[src/rtl/demux16_deserializer.sv]
// Serial-to-parallel collector: LSB-first bits are demuxed into a word by a bit-index
// counter and handed to a single-entry valid/ready output slot. Optional: DEMUX16_PARITY_EN.
module demux16_deserializer #(
    parameter int unsigned WIDTH = 16,
`ifdef DEMUX16_PARITY_EN
    localparam int unsigned NBITS = WIDTH + 1,
`else
    localparam int unsigned NBITS = WIDTH,
`endif
    localparam int unsigned SEL_W = $clog2(NBITS)
) (
    input  logic             clk,
    input  logic             rst_n,
    input  logic             clr,
    input  logic             in_valid,
    input  logic             in_bit,
    output logic             in_ready,
    output logic             out_valid,
    input  logic             out_ready,
    output logic [WIDTH-1:0] out_data,
    output logic             out_perr,
    output logic [SEL_W-1:0] fill_cnt
);

    localparam logic [SEL_W-1:0] LAST = SEL_W'(NBITS - 1);

    logic [SEL_W-1:0] r_idx, w_idx_nxt;
    logic [NBITS-1:0] r_shreg, w_shreg_nxt, w_word;
    logic             r_pending, w_pending_nxt;
    logic             r_out_valid, w_out_valid_nxt;
    logic [WIDTH-1:0] r_out_data, w_out_data_nxt;
    logic             w_load;
    logic             w_accept, w_last, w_slot_free;

    // Next-state: collect bits, complete words, move them into the output slot
    always_comb begin
        w_idx_nxt       = r_idx;
        w_shreg_nxt     = r_shreg;
        w_pending_nxt   = r_pending;
        w_out_valid_nxt = r_out_valid;
        w_out_data_nxt  = r_out_data;
        w_load          = 1'b0;

        w_slot_free = ~r_out_valid | out_ready;
        w_accept    = in_valid & ~r_pending & ~clr;
        w_last      = w_accept & (r_idx == LAST);

        w_word = r_shreg;
        if (w_accept) begin
            w_word[r_idx] = in_bit;
        end

        if (r_out_valid & out_ready) begin
            w_out_valid_nxt = 1'b0;
        end

        if (clr) begin
            // A pending word is dropped; the output slot is left alone
            w_idx_nxt     = '0;
            w_shreg_nxt   = '0;
            w_pending_nxt = 1'b0;
        end else begin
            w_shreg_nxt = w_word;
            if (w_accept) begin
                w_idx_nxt = w_last ? '0 : r_idx + SEL_W'(1);
            end
            if ((w_last | r_pending) & w_slot_free) begin
                w_load          = 1'b1;
                w_out_valid_nxt = 1'b1;
                w_out_data_nxt  = w_word[WIDTH-1:0];
                w_pending_nxt   = 1'b0;
            end else if (w_last) begin
                w_pending_nxt = 1'b1;
            end
        end
    end

    always_ff @(posedge clk or negedge rst_n) begin
        if (!rst_n) begin
            r_idx       <= '0;
            r_shreg     <= '0;
            r_pending   <= 1'b0;
            r_out_valid <= 1'b0;
            r_out_data  <= '0;
        end else begin
            r_idx       <= w_idx_nxt;
            r_shreg     <= w_shreg_nxt;
            r_pending   <= w_pending_nxt;
            r_out_valid <= w_out_valid_nxt;
            r_out_data  <= w_out_data_nxt;
        end
    end

`ifdef DEMUX16_PARITY_EN
    logic r_out_perr;

    // Even parity over data plus parity bit, registered alongside the data
    always_ff @(posedge clk or negedge rst_n) begin
        if (!rst_n) begin
            r_out_perr <= 1'b0;
        end else if (w_load) begin
            r_out_perr <= ^w_word;
        end
    end

    assign out_perr = r_out_perr;
`else
    assign out_perr = 1'b0;
`endif

    assign in_ready  = ~r_pending;
    assign out_valid = r_out_valid;
    assign out_data  = r_out_data;
    assign fill_cnt  = r_idx;

endmodule

[config.mk]
export PLATFORM = sky130hd
export DESIGN_NAME = demux16_deserializer
export DESIGN_NICKNAME = d
export VERILOG_FILES = /design/src/rtl/demux16_deserializer.sv
export SDC_FILE = /design/constraint.sdc
export NUM_CORES = 1
export LEC_CHECK = 0
export ABC_AREA = 1
export ABC_CLOCK_PERIOD_IN_PS = 2300
export BUFFER_PORTS_ARGS = -buffer_cell sky130_fd_sc_hd__buf_4
export CAP_MARGIN = 5
export CORE_MARGIN = 4
export CORE_UTILIZATION = 40
export CTS_CLUSTER_DIAMETER = 50
export CTS_CLUSTER_SIZE = 30
export DETAILED_ROUTE_END_ITERATION = 12
export GPL_ROUTABILITY_DRIVEN = 0
export HOLD_SLACK_MARGIN = 0.12
export PLACE_DENSITY_LB_ADDON = 0.15
export SLEW_MARGIN = 20
export SYNTH_ARGS = -nofsm -noshare
export SYNTH_HDL_FRONTEND = slang
export SYNTH_SLANG_ARGS = --single-unit
[constraint.sdc]
create_clock -name clk -period 2.3 [get_ports clk]
set_input_delay 0.69 -clock clk [delete_from_list [all_inputs] [get_ports clk]]
set_output_delay 0.69 -clock clk [all_outputs]
set_load 0.005 [all_outputs]
==> impl_metrics.json <==
{
  "io_buffers": 27,
  "hold_viol_final": 0,
  "cts_resized": 0,
  "cts_hold_buffers": 0,
  "synth_compound_area_share_pct": 5.92,
  "syn_inst": 268,
  "initial_core_util_pct": 42.0,
  "vias_per_cell": 4.88,
  "remaining_drc_errors": 0,
  "crit_buf_inv": 1,
  "grt_pass1_wl_um": 8230,
  "post-route-period-util_pct": 77.5,
  "worst_pin_slew_ns": 0.543,
  "leakagePower_uw": 0.00126,
  "yosys_warnings": 0,
  "grt_max_degree": 39,
  "post_cts_buffers": 0,
  "path_cells": "buf_4",
  "hp-class": "input port to asynchronous set/reset pin",
  "final_cell_mix": "nand2_1, dfrtp_1, buf_4, nand3_1, a21oi_1",
  "ys_seq_area_share_pct": 47.3,
  "rows": 25,
  "end_kind": "output pin",
  "globalRouteTotalUtil_pct": 16.6,
  "yosys.area_share.simple_pct": 36.5,
  "clk_latency_ns": 0.30,
  "die_w_um": 78.9,
  "layout_min_cycle_time_ns": 1.78,
  "grt_pass1_vias": 1783,
  "synthXorXnorAreaFrac_pct": 0.436,
  "cp-start-kind": "flop",
  "wl_um": 4640,
  "coreArea_um2": 4790,
  "htree_levels": 2,
  "grt.overflow.total": 0,
  "cts_buffer_depth": 2,
  "muxShareOfSynthArea_pct": 0,
  "maxCapViolations": 0,
  "worst_path_max_delay_cell": "dfrtp_1",
  "final_util_pct": 48.4,
  "cellPowerDensity_nw_per_um2": 542,
  "critPathRequiredTime_ns": 1.61,
  "outcome": "finished, final reports clean",
  "worst-path-max-fanout": 13,
  "ioPinCount": 29,
  "max_stage_delay_ns": 0.61,
  "area_growth_pct": 15.4,
  "vias": 1748,
  "grt_setup_unrepaired": "no",
  "cts_buffers": 5,
  "cts_tree": "done",
  "drive_gt1_share_pct": 15.8,
  "synth_area_per_cell_um2": 7.50,
  "slew_violations": 0,
  "die_height_um": 78.9,
  "synth_fp_nets": 278,
  "wl_per_cell_um": 13.0,
  "worstPathArrival_ns": 1.09,
  "ff2ff_setup_slack_ns": 0.69,
  "synth_fa_ha_area_share_pct": 2.49,
  "max_slew_margin_pct": 63.7,
  "layout_commonest_cell": "nand2_1",
  "fmaxAchievable_ghz": 0.561,
  "ant_nets": 0,
  "hpwl_um": 3070,
  "fin_skew_ns": 0.0115,
  "clock_sinks": 38,
  "clkTransAtPathRegs_ns": 0.08,
  "setup_violations": 0,
  "final_nets": 300,
  "dr.pass1.iters": 4,
  "synth_top_family_by_area": "simple AND/OR/NAND/NOR gates",
  "finalSetupTns_ns": 0,
  "ys_ff_latch": 38,
  "antenna_found_initial": 0,
  "n_antenna_cell": 0,
  "synth_cell_type_count": 24,
  "critPathTopFamily": "flip-flops",
  "synth_area_um2": 2010,
  "criticalPathCategory": "flop to output pin",
  "ir_worst_vdd_uv": 322,
  "first_iter_violations": 115,
  "cts-root-buf": "clkbuf_8",
  "dieArea_um2": 6220
}
==> kinds of logic after synthesis <==
family                   after synthesis
AND/OR/NAND/NOR                      174
flip-flops                            38
buffers and inverters                 27
AO/OA/AOI/OAI                         23
adder cells (fa/ha/maj)                4
XOR/XNOR                               1
other                                  1
==> power by group <==
part	switching (uW)	internal, uW	total [uW]
clock	242	242	484
sequential	6.45	672	679
combinational	67.4	26.7	94.1
==> path summary, 6_finish.rpt <==
| kind | start | to | depth (start not counted) |
|---|---|---|---|
| max in group asynchronous | rst_n | r_shreg[9] | 1 |
| setup reg to reg | fill_cnt[1] | out_data[2] | 7 |
| min in group clk | out_data[14] | out_data[14] | 2 |
| hold reg to reg | out_data[14] | out_data[14] | 2 |
| hold / removal | rst_n | out_data[9] | 1 |
| setup / recovery | fill_cnt[2] | fill_cnt[2] | 1 |
==> registers in the layout, indices dropped and copies added, names as in the netlist <==
name / count
r_pending: 1
r_shreg: 16
out_valid: 1
out_data: 16
fill_cnt: 4
==> synthesized netlist by cell type <==
master / count / area [um^2]
buf_4: 5 / 37.5
inv_1: 7 / 26.3
clkbuf_1: 3 / 11.3
nand3_1: 18 / 90.1
nand2_1: 135 / 507
and2_1: 1 / 6.26
inv_2: 1 / 3.75
o21ai_0: 5 / 25.0
o21ai_2: 1 / 8.76
dfrtp_1: 38 / 951
nand4_1: 11 / 68.8
buf_6: 2 / 22.5
nor3_1: 1 / 5.00
conb_1: 1 / 3.75
nor2_4: 2 / 22.5
buf_2: 6 / 30.0
a21oi_1: 17 / 85.1
clkinv_1: 2 / 7.51
clkbuf_2: 1 / 5.00
ha_1: 4 / 50.1
xor2_1: 1 / 8.76
nand3_2: 1 / 10.0
nor2_2: 2 / 12.5
nor2_1: 3 / 11.3
==> stage by stage <==
stage	instance area (um^2)	hold WS (ns)	total power, uW	setup WS (ns)	std cells
after global routing	2320	0.397	1320	0.436	358
after floorplan	2010	0.394	749	0.717	268
final	2320	0.361	1260	0.518	358
after detailed placement	2230	0.466	788	0.336	350
after CTS	2320	0.379	1270	0.501	358
after global placement	2230	0.466	786	0.404	350
==> metal layers <==
layer	track usage, %	wire (um)
met5	0	0
met4	5.67	54
met3	3.85	191
met1	22.1	2220
met2	26.8	2180
==> final cells by class <==
type	count	area, um^2
Inverter	10	37.5
Clock buffer	7	86.3
Tap cell	67	83.8
Sequential cell	38	951
Multi-Input combinational cell	203	915
Clock inverter	1	5.00
Timing Repair Buffer	32	240
Fill cell	491	2470
(Power assumes the default switching activity.)
